<file path="src/rtl/mc_pkg.sv">
// Shared types and encodings for the multicycle RV32I controller:
// FSM states, opcodes, ALU operation codes and datapath mux selects.
package mc_pkg;

  typedef enum logic [3:0] {
    S_FETCH, S_DECODE, S_MEMADR, S_MEMRD, S_MEMWB, S_MEMWR,
    S_EXECR, S_EXECI, S_ALUWB, S_BRANCH, S_JAL, S_JALR, S_UPPER
  } state_t;

  localparam logic [6:0] OPC_LOAD   = 7'b0000011;
  localparam logic [6:0] OPC_STORE  = 7'b0100011;
  localparam logic [6:0] OPC_OP     = 7'b0110011;
  localparam logic [6:0] OPC_OP_IMM = 7'b0010011;
  localparam logic [6:0] OPC_BRANCH = 7'b1100011;
  localparam logic [6:0] OPC_JAL    = 7'b1101111;
  localparam logic [6:0] OPC_JALR   = 7'b1100111;
  localparam logic [6:0] OPC_LUI    = 7'b0110111;
  localparam logic [6:0] OPC_AUIPC  = 7'b0010111;

  localparam logic [3:0] ALU_ADD  = 4'd0;
  localparam logic [3:0] ALU_SUB  = 4'd1;
  localparam logic [3:0] ALU_SLL  = 4'd2;
  localparam logic [3:0] ALU_SLT  = 4'd3;
  localparam logic [3:0] ALU_SLTU = 4'd4;
  localparam logic [3:0] ALU_XOR  = 4'd5;
  localparam logic [3:0] ALU_SRL  = 4'd6;
  localparam logic [3:0] ALU_SRA  = 4'd7;
  localparam logic [3:0] ALU_OR   = 4'd8;
  localparam logic [3:0] ALU_AND  = 4'd9;

  localparam logic [2:0] IMM_I = 3'd0;
  localparam logic [2:0] IMM_S = 3'd1;
  localparam logic [2:0] IMM_B = 3'd2;
  localparam logic [2:0] IMM_U = 3'd3;
  localparam logic [2:0] IMM_J = 3'd4;

  localparam logic [2:0] RES_ALUOUT    = 3'd0;
  localparam logic [2:0] RES_DATA      = 3'd1;
  localparam logic [2:0] RES_ALURESULT = 3'd2;

  // SrcA: PC, OldPC, rs1, constant zero (lui). SrcB: rs2, immediate, 4.
  localparam logic [1:0] SRCA_PC    = 2'd0;
  localparam logic [1:0] SRCA_OLDPC = 2'd1;
  localparam logic [1:0] SRCA_RS1   = 2'd2;
  localparam logic [1:0] SRCA_ZERO  = 2'd3;
  localparam logic [1:0] SRCB_REG   = 2'd0;
  localparam logic [1:0] SRCB_IMM   = 2'd1;
  localparam logic [1:0] SRCB_FOUR  = 2'd2;

  // alt selects SUB/SRA; callers mask it for I-type so only srai sees it.
  function automatic logic [3:0] alu_decode(input logic [2:0] f3, input logic alt);
    case (f3)
      3'b000:  return alt ? ALU_SUB : ALU_ADD;
      3'b001:  return ALU_SLL;
      3'b010:  return ALU_SLT;
      3'b011:  return ALU_SLTU;
      3'b100:  return ALU_XOR;
      3'b101:  return alt ? ALU_SRA : ALU_SRL;
      3'b110:  return ALU_OR;
      default: return ALU_AND;
    endcase
  endfunction

endpackage

</file>
<file path="src/rtl/multicycle_controller_if.sv">
// Control bundle between the multicycle controller (master) and the
// datapath/memory side (slave).
interface multicycle_controller_if #(
  parameter int ALUCTRL_W = 4,
  parameter int CNT_W     = 32
);
  logic [6:0]           opcode;
  logic [2:0]           funct3;
  logic                 funct7_5;
  logic                 Zero, SrcA31, SrcB31, ALUR31;
  logic                 mem_ready;
  logic                 PCWrite, AdrSrc, IRWrite, MemWrite, RegWrite, mem_req;
  logic [1:0]           ALUSrcA, ALUSrcB;
  logic [2:0]           ResultSrc, ImmSrc, load_store;
  logic [ALUCTRL_W-1:0] ALUControl;
  logic                 illegal_instr;
  logic [CNT_W-1:0]     instret;

  modport master (
    input  opcode, funct3, funct7_5, Zero, SrcA31, SrcB31, ALUR31, mem_ready,
    output PCWrite, AdrSrc, IRWrite, MemWrite, RegWrite, mem_req,
           ALUSrcA, ALUSrcB, ResultSrc, ImmSrc, load_store, ALUControl,
           illegal_instr, instret
  );

  modport slave (
    output opcode, funct3, funct7_5, Zero, SrcA31, SrcB31, ALUR31, mem_ready,
    input  PCWrite, AdrSrc, IRWrite, MemWrite, RegWrite, mem_req,
           ALUSrcA, ALUSrcB, ResultSrc, ImmSrc, load_store, ALUControl,
           illegal_instr, instret
  );
endinterface

</file>
<file path="src/rtl/mc_branch_eval.sv">
// Branch condition from funct3 and the ALU flags of rs1 - rs2.
module mc_branch_eval (
  input  logic [2:0] funct3,
  input  logic       zero,
  input  logic       src_a31,
  input  logic       src_b31,
  input  logic       alu_r31,
  output logic       taken
);
  logic sign_diff, lt_s, lt_u;

  // With differing MSBs the subtraction can overflow, so the operand MSB decides.
  assign sign_diff = src_a31 ^ src_b31;
  assign lt_s      = sign_diff ? src_a31 : alu_r31;
  assign lt_u      = sign_diff ? src_b31 : alu_r31;

  always_comb begin
    taken = 1'b0;
    case (funct3)
      3'b000:  taken = zero;
      3'b001:  taken = ~zero;
      3'b100:  taken = lt_s;
      3'b101:  taken = ~lt_s;
      3'b110:  taken = lt_u;
      3'b111:  taken = ~lt_u;
      default: taken = 1'b0;
    endcase
  end
endmodule

</file>
<file path="src/rtl/multicycle_controller.sv">
// Multicycle RV32I control FSM with retired-instruction counter.
// Write/request strobes are forced low combinationally while rst_n is low.
module multicycle_controller
  import mc_pkg::*;
#(
  parameter int MEM_HANDSHAKE = 1,
  parameter int ALUCTRL_W     = 4,
  parameter int CNT_W         = 32
) (
  input  logic                    clk,
  input  logic                    rst_n,
  multicycle_controller_if.master bus
);
  state_t           state_reg, state_next;
  logic [CNT_W-1:0] instret_reg;
  logic             mem_done, branch_taken, retire;
  logic             pc_write, adr_src, ir_write, mem_write, reg_write, mem_req, illegal;
  logic [1:0]       alu_src_a, alu_src_b;
  logic [2:0]       result_src, imm_src;
  logic [3:0]       alu_op;

  assign mem_done = (MEM_HANDSHAKE != 0) ? bus.mem_ready : 1'b1;

  mc_branch_eval u_branch (
    .funct3  (bus.funct3),
    .zero    (bus.Zero),
    .src_a31 (bus.SrcA31),
    .src_b31 (bus.SrcB31),
    .alu_r31 (bus.ALUR31),
    .taken   (branch_taken)
  );

  always_ff @(posedge clk or negedge rst_n) begin
    if (!rst_n) begin
      state_reg   <= S_FETCH;
      instret_reg <= '0;
    end else begin
      state_reg <= state_next;
      if (retire) instret_reg <= instret_reg + CNT_W'(1);
    end
  end

  always_comb begin
    state_next = state_reg;
    pc_write   = 1'b0;
    adr_src    = 1'b0;
    ir_write   = 1'b0;
    mem_write  = 1'b0;
    reg_write  = 1'b0;
    mem_req    = 1'b0;
    illegal    = 1'b0;
    alu_src_a  = SRCA_PC;
    alu_src_b  = SRCB_REG;
    result_src = RES_ALUOUT;
    imm_src    = IMM_I;
    alu_op     = ALU_ADD;
    case (state_reg)
      S_FETCH: begin
        mem_req    = 1'b1;
        alu_src_b  = SRCB_FOUR;
        result_src = RES_ALURESULT;
        if (mem_done) begin
          ir_write   = 1'b1;
          pc_write   = 1'b1;
          state_next = S_DECODE;
        end
      end
      S_DECODE: begin
        // Speculative PC+imm lands in ALUOut for branch/jal/auipc.
        alu_src_a = SRCA_OLDPC;
        alu_src_b = SRCB_IMM;
        imm_src   = (bus.opcode == OPC_JAL)   ? IMM_J :
                    (bus.opcode == OPC_AUIPC) ? IMM_U : IMM_B;
        case (bus.opcode)
          OPC_LOAD, OPC_STORE: state_next = S_MEMADR;
          OPC_OP:              state_next = S_EXECR;
          OPC_OP_IMM:          state_next = S_EXECI;
          OPC_BRANCH:          state_next = S_BRANCH;
          OPC_JAL:             state_next = S_JAL;
          OPC_JALR:            state_next = S_JALR;
          OPC_LUI, OPC_AUIPC:  state_next = S_UPPER;
          default: begin
            illegal    = 1'b1;
            state_next = S_FETCH;
          end
        endcase
      end
      S_MEMADR: begin
        alu_src_a  = SRCA_RS1;
        alu_src_b  = SRCB_IMM;
        imm_src    = (bus.opcode == OPC_STORE) ? IMM_S : IMM_I;
        state_next = (bus.opcode == OPC_STORE) ? S_MEMWR : S_MEMRD;
      end
      S_MEMRD: begin
        mem_req = 1'b1;
        adr_src = 1'b1;
        if (mem_done) state_next = S_MEMWB;
      end
      S_MEMWB: begin
        result_src = RES_DATA;
        reg_write  = 1'b1;
        state_next = S_FETCH;
      end
      S_MEMWR: begin
        mem_req   = 1'b1;
        adr_src   = 1'b1;
        mem_write = 1'b1;
        if (mem_done) state_next = S_FETCH;
      end
      S_EXECR: begin
        alu_src_a  = SRCA_RS1;
        alu_op     = alu_decode(bus.funct3, bus.funct7_5);
        state_next = S_ALUWB;
      end
      S_EXECI: begin
        alu_src_a  = SRCA_RS1;
        alu_src_b  = SRCB_IMM;
        alu_op     = alu_decode(bus.funct3, bus.funct7_5 && (bus.funct3 == 3'b101));
        state_next = S_ALUWB;
      end
      S_ALUWB: begin
        reg_write  = 1'b1;
        state_next = S_FETCH;
        // ALUOut holds the jalr target, so the link value is formed here.
        if (bus.opcode == OPC_JALR) begin
          alu_src_a  = SRCA_OLDPC;
          alu_src_b  = SRCB_FOUR;
          result_src = RES_ALURESULT;
        end
      end
      S_BRANCH: begin
        alu_src_a  = SRCA_RS1;
        alu_op     = ALU_SUB;
        pc_write   = branch_taken;
        state_next = S_FETCH;
      end
      S_JAL: begin
        alu_src_a  = SRCA_OLDPC;
        alu_src_b  = SRCB_FOUR;
        pc_write   = 1'b1;
        state_next = S_ALUWB;
      end
      S_JALR: begin
        alu_src_a  = SRCA_RS1;
        alu_src_b  = SRCB_IMM;
        result_src = RES_ALURESULT;
        pc_write   = 1'b1;
        state_next = S_ALUWB;
      end
      S_UPPER: begin
        alu_src_a  = (bus.opcode == OPC_LUI) ? SRCA_ZERO : SRCA_OLDPC;
        alu_src_b  = SRCB_IMM;
        imm_src    = IMM_U;
        state_next = S_ALUWB;
      end
      default: state_next = S_FETCH;
    endcase
  end

  assign retire = (state_reg != S_FETCH) && (state_next == S_FETCH) && !illegal;

  assign bus.PCWrite       = pc_write  & rst_n;
  assign bus.AdrSrc        = adr_src;
  assign bus.IRWrite       = ir_write  & rst_n;
  assign bus.MemWrite      = mem_write & rst_n;
  assign bus.RegWrite      = reg_write & rst_n;
  assign bus.mem_req       = mem_req   & rst_n;
  assign bus.illegal_instr = illegal   & rst_n;
  assign bus.ALUSrcA       = alu_src_a;
  assign bus.ALUSrcB       = alu_src_b;
  assign bus.ResultSrc     = result_src;
  assign bus.ImmSrc        = imm_src;
  assign bus.load_store    = bus.funct3;
  assign bus.ALUControl    = ALUCTRL_W'(alu_op);
  assign bus.instret       = instret_reg;
endmodule
</file>
<file path="src/flat_wrapper.sv">
// flat-port wrapper written by rule: the top's interface ports become plain ports
module multicycle_controller_flat import mc_pkg::*;
#(
  parameter int MEM_HANDSHAKE = 1,
  parameter int ALUCTRL_W     = 4,
  parameter int CNT_W         = 32
)
  (clk, rst_n, bus_opcode, bus_funct3, bus_funct7_5, bus_Zero, bus_SrcA31, bus_SrcB31, bus_ALUR31, bus_mem_ready, bus_PCWrite, bus_AdrSrc, bus_IRWrite, bus_MemWrite, bus_RegWrite, bus_mem_req, bus_ALUSrcA, bus_ALUSrcB, bus_ResultSrc, bus_ImmSrc, bus_load_store, bus_ALUControl, bus_illegal_instr, bus_instret);
  multicycle_controller_if #(.ALUCTRL_W(ALUCTRL_W), .CNT_W(CNT_W)) bus_i ();
  input  logic clk;
  input  logic rst_n;
  input wire logic [$bits(bus_i.opcode)-1:0] bus_opcode;
  input wire logic [$bits(bus_i.funct3)-1:0] bus_funct3;
  input wire logic [$bits(bus_i.funct7_5)-1:0] bus_funct7_5;
  input wire logic [$bits(bus_i.Zero)-1:0] bus_Zero;
  input wire logic [$bits(bus_i.SrcA31)-1:0] bus_SrcA31;
  input wire logic [$bits(bus_i.SrcB31)-1:0] bus_SrcB31;
  input wire logic [$bits(bus_i.ALUR31)-1:0] bus_ALUR31;
  input wire logic [$bits(bus_i.mem_ready)-1:0] bus_mem_ready;
  output wire logic [$bits(bus_i.PCWrite)-1:0] bus_PCWrite;
  output wire logic [$bits(bus_i.AdrSrc)-1:0] bus_AdrSrc;
  output wire logic [$bits(bus_i.IRWrite)-1:0] bus_IRWrite;
  output wire logic [$bits(bus_i.MemWrite)-1:0] bus_MemWrite;
  output wire logic [$bits(bus_i.RegWrite)-1:0] bus_RegWrite;
  output wire logic [$bits(bus_i.mem_req)-1:0] bus_mem_req;
  output wire logic [$bits(bus_i.ALUSrcA)-1:0] bus_ALUSrcA;
  output wire logic [$bits(bus_i.ALUSrcB)-1:0] bus_ALUSrcB;
  output wire logic [$bits(bus_i.ResultSrc)-1:0] bus_ResultSrc;
  output wire logic [$bits(bus_i.ImmSrc)-1:0] bus_ImmSrc;
  output wire logic [$bits(bus_i.load_store)-1:0] bus_load_store;
  output wire logic [$bits(bus_i.ALUControl)-1:0] bus_ALUControl;
  output wire logic [$bits(bus_i.illegal_instr)-1:0] bus_illegal_instr;
  output wire logic [$bits(bus_i.instret)-1:0] bus_instret;
  assign bus_i.opcode = bus_opcode;
  assign bus_i.funct3 = bus_funct3;
  assign bus_i.funct7_5 = bus_funct7_5;
  assign bus_i.Zero = bus_Zero;
  assign bus_i.SrcA31 = bus_SrcA31;
  assign bus_i.SrcB31 = bus_SrcB31;
  assign bus_i.ALUR31 = bus_ALUR31;
  assign bus_i.mem_ready = bus_mem_ready;
  assign bus_PCWrite = bus_i.PCWrite;
  assign bus_AdrSrc = bus_i.AdrSrc;
  assign bus_IRWrite = bus_i.IRWrite;
  assign bus_MemWrite = bus_i.MemWrite;
  assign bus_RegWrite = bus_i.RegWrite;
  assign bus_mem_req = bus_i.mem_req;
  assign bus_ALUSrcA = bus_i.ALUSrcA;
  assign bus_ALUSrcB = bus_i.ALUSrcB;
  assign bus_ResultSrc = bus_i.ResultSrc;
  assign bus_ImmSrc = bus_i.ImmSrc;
  assign bus_load_store = bus_i.load_store;
  assign bus_ALUControl = bus_i.ALUControl;
  assign bus_illegal_instr = bus_i.illegal_instr;
  assign bus_instret = bus_i.instret;
  multicycle_controller #(.MEM_HANDSHAKE(MEM_HANDSHAKE), .ALUCTRL_W(ALUCTRL_W), .CNT_W(CNT_W)) u_core (.clk(clk), .rst_n(rst_n), .bus(bus_i));
endmodule
</file>
<file path="config.mk">
export PLATFORM = sky130hd
export DESIGN_NAME = multicycle_controller_flat
export DESIGN_NICKNAME = d
export VERILOG_FILES = /design/src/rtl/mc_pkg.sv /design/src/rtl/multicycle_controller_if.sv /design/src/rtl/mc_branch_eval.sv /design/src/rtl/multicycle_controller.sv /design/src/flat_wrapper.sv
export SDC_FILE = /design/constraint.sdc
export NUM_CORES = 1
export LEC_CHECK = 0
export BUFFER_PORTS_ARGS = -buffer_cell sky130_fd_sc_hd__buf_2
export CAP_MARGIN = 10
export CORE_MARGIN = 8
export CORE_UTILIZATION = 52
export DETAILED_ROUTE_END_ITERATION = 10
export PLACE_DENSITY = 0.83
export SLEW_MARGIN = 40
export SYNTH_ARGS = -nofsm -noshare
export SYNTH_HDL_FRONTEND = slang
export SYNTH_SLANG_ARGS = --single-unit
</file>
<file path="constraint.sdc">
create_clock -name clk -period 2.92 [get_ports clk]
set_input_delay 0.292 -clock clk [delete_from_list [all_inputs] [get_ports clk]]
set_output_delay 0.292 -clock clk [all_outputs]
set_load 0.01 [all_outputs]
</file>
==> flow_summary_export.csv <==
group,metric,value,unit
status,status,"complete, no violations",
final_layout,syn2layout_area_growth,16.7,%
floorplan,die_area,7280,um2
power,power_leakage,1.49,nW
route,viasPerCell,5.84,
synthesis,yosys.area.top_type,"dfrtp_1",
power,cellPowerDensity,451,nW/um2
cts,numCtsBuffers,5,
critical_path,end_kind,"flop",
run,drv_cap,0,
synthesis,async_reset_ff_frac,1.00,
grt,grt_max_degree,36,
floorplan,die_w,85.3,um
power,seqPwrFrac,0.448,
power,p_sw,0.467,mW
final_layout,instances_no_fill,402,
floorplan,ios,74,
cts,clk_pin_slew,0.07,ns
route,dr.pass1.iters,4,
critical_path,required,3.12,ns
sta,period_share,0.897,
sta,hold_viol_final,0,
cts,clock_path_buffers,2,
power,finalPower,1.32,mW
final_layout,fillers,404,
final_layout,drive_gt1_frac,0.276,
power,switching_share,0.355,
final_layout,nets,369,
route,wire_per_inst,16.0,um
synthesis,netlist_area,2500,um2
synthesis,synth-main-ff-cell,"dfrtp_1",
placed_design,dp_slack,0.305,ns
synthesis,post-synth-top-area-fraction,0.361,
grt,grt_pass1_vias,2271,
sta,whs,0.375,ns
cts,cts-htree-levels,2,
synthesis,synth_seq_cells,36,
power,clock_power_share,0.236,
sta,max_slew_margin,0.597,
sta,fin_ws,0.302,ns
sta,worstMarginPinSlew,0.604,ns
critical_path,crit_arrival,2.82,ns
synthesis,synth_edf_count,0,
placed_design,io_buffers,72,
synthesis,syn_avg_cell_area,8.64,um2
power,max-vdd-ir-drop,0.000427,V
cts,clkSinkCount,36,
synthesis,syn_inst,289,
sta,setup_viol,0,
critical_path,worst_setup_path_start_kind,"flop",
floorplan,die_height,85.3,um
synthesis,syn_nets,308,
cts,cts_tree,"done",
cts,postCtsSetupRepairBufs,0,
critical_path,crit_type,"reg -> reg",
route,postRouteAntennaNets,0,
placed_design,place_inst,396,
cts,clk_latency,0.28,ns
synthesis,synth_area_leaders,"dfrtp_1, xor2_1, xnor2_1",
sta,skew,0.00477,ns
final_layout,antennaDiodeCount,0,
route,drtIter0Drc,132,
cts,ctsHoldBuffers,1,
grt,grtUsageTotal,0.173,
cts,cts_resized,0,
power,p_int,0.848,mW
grt,antenna_found_initial,0,
floorplan,placementRows,25,
sta,rsz0062_at_grt,"no",
route,postRouteWirelength,6430,um
route,num_vias,2349,
floorplan,initial_core_util,0.532,
sta,period_needed,2.62,ns
final_layout,largest_reg_flops,32,
synthesis,yosys-top-cells-count,"dfrtp_1, nand2_1, nand3_1",
cts,root_buffer,"clkbuf_8",
grt,gr-total-overflow,0,
power,combPwrFrac,0.315,
sta,slew_violations,0,
synthesis,yosysSeqAreaShare,0.361,
worst_hold_path,hp-class,"in -> async",
synthesis,synth-warning-count,0,
sta,tns,0,ns
floorplan,core,4690,um2
route,drc,0,
sta,fmax,382,MHz
synthesis,yosys.cell_types.count,51,
critical_path,worstPathMaxFanout,21,
placed_design,dp_hpwl,4820,um
placed_design,gp_congestion,0.885,
grt,grt_pass1_wl,10600,um
synthesis,yosys.cell_count.top_type,"dfrtp_1",
-- logic make-up (layout without fill, tap and decap cells) --
group / count (synthesis) / in the layout / synth area share
xor+xnor: 36 / 36 / 0.126
other cells: 1 / 1 / 0.00150
mux: 1 / 1 / 0.00451
flops: 36 / 36 / 0.361
compound gates: 35 / 35 / 0.0922
buf+inv: 30 / 89 / 0.0636
simple gates: 148 / 148 / 0.342
fa+ha+maj: 2 / 2 / 0.00902
-- final timing paths --
check	cells past startpoint	endpoint	slack [ns]	from
min in group clk	3	u_core.state_reg[1]	0.47	bus_mem_ready
max	6	u_core.bus.instret[21]	0.30	u_core.state_reg[2]
max in group asynchronous	3	u_core.bus.instret[2]	1.89	rst_n
min reg2reg	1	u_core.bus.instret[31]	0.47	u_core.bus.instret[31]
max reg2reg	6	u_core.bus.instret[21]	0.30	u_core.state_reg[2]
min	2	u_core.state_reg[2]	0.37	rst_n
-- metal layers --
layer / up-vias / routed length, um / GRT usage
met5: - / 0 / 0
met4: 0 / 36 / 0.0366
met3: 6 / 455 / 0.0454
met2: 80 / 3090 / 0.283
met1: 1114 / 2840 / 0.224
li1: 1149 / - / -
-- power by group through the flow --
stage / Clock [mW] / Combinational [mW] / Sequential, mW
floorplan: 0 / 0.289 / 0.579
global placement: 0 / 0.404 / 0.594
detailed placement: 0 / 0.416 / 0.595
CTS: 0.320 / 0.417 / 0.587
global route: 0.337 / 0.460 / 0.597
finish: 0.311 / 0.415 / 0.590
-- worst max-delay path: stages, from the launching register on --
cell	delay, ns
dfrtp_1	0.73
xor2_1	0.33
or3_1	0.15
o311ai_0	0.17
or4_4	0.61
nor4_1	0.38
xor2_1	0.18
-- per-stage QoR --
step           utilization  area (um2)
2_1_floorplan            -        2500
3_3_place_gp         0.603        2830
3_5_place_dp         0.603        2830
4_1_cts              0.620        2910
5_1_grt              0.621        2920
6_report             0.621        2920
-- placed cells by master (no fill, tap or decap), types with 2 or more instances in the layout --
cell | Yosys | final
nand3_1 | 24 | 24
xnor2_1 | 15 | 15
and2_1 | 4 | 4
buf_2 | 1 | 72
a21o_1 | 2 | 2
nand2_1 | 24 | 24
nor3_1 | 11 | 11
and4_1 | 3 | 3
or3b_2 | 2 | 2
a21oi_1 | 9 | 9
xor2_1 | 21 | 21
nor2_1 | 20 | 20
o211ai_1 | 2 | 2
nand2b_1 | 4 | 4
dfrtp_1 | 36 | 36
and3b_1 | 2 | 2
or3_1 | 2 | 2
nor4b_1 | 3 | 2
nand4_1 | 12 | 12
o22ai_1 | 2 | 2
nand3b_1 | 3 | 3
nor4b_2 | 1 | 2
nor3b_1 | 2 | 2
and3_1 | 9 | 9
nor4_1 | 8 | 8
buf_4 | 4 | 6
nor2b_1 | 6 | 6
inv_1 | 5 | 5
clkbuf_8 | 0 | 5
o21ai_0 | 8 | 8
nor4_2 | 6 | 6
-- area by class of cell --
cell class | instances | area, um2 | area share
Multi-Input combinational cell | 223 | 1440 | 0.495
Sequential cell | 36 | 901 | 0.309
Inverter | 5 | 18.8 | 0.00644
Timing Repair Buffer | 79 | 415 | 0.142
Tap cell | 54 | 67.6 | 0.0232
Clock buffer | 5 | 68.8 | 0.0236
No activity file was read; power rests on OpenSTA's default activity.
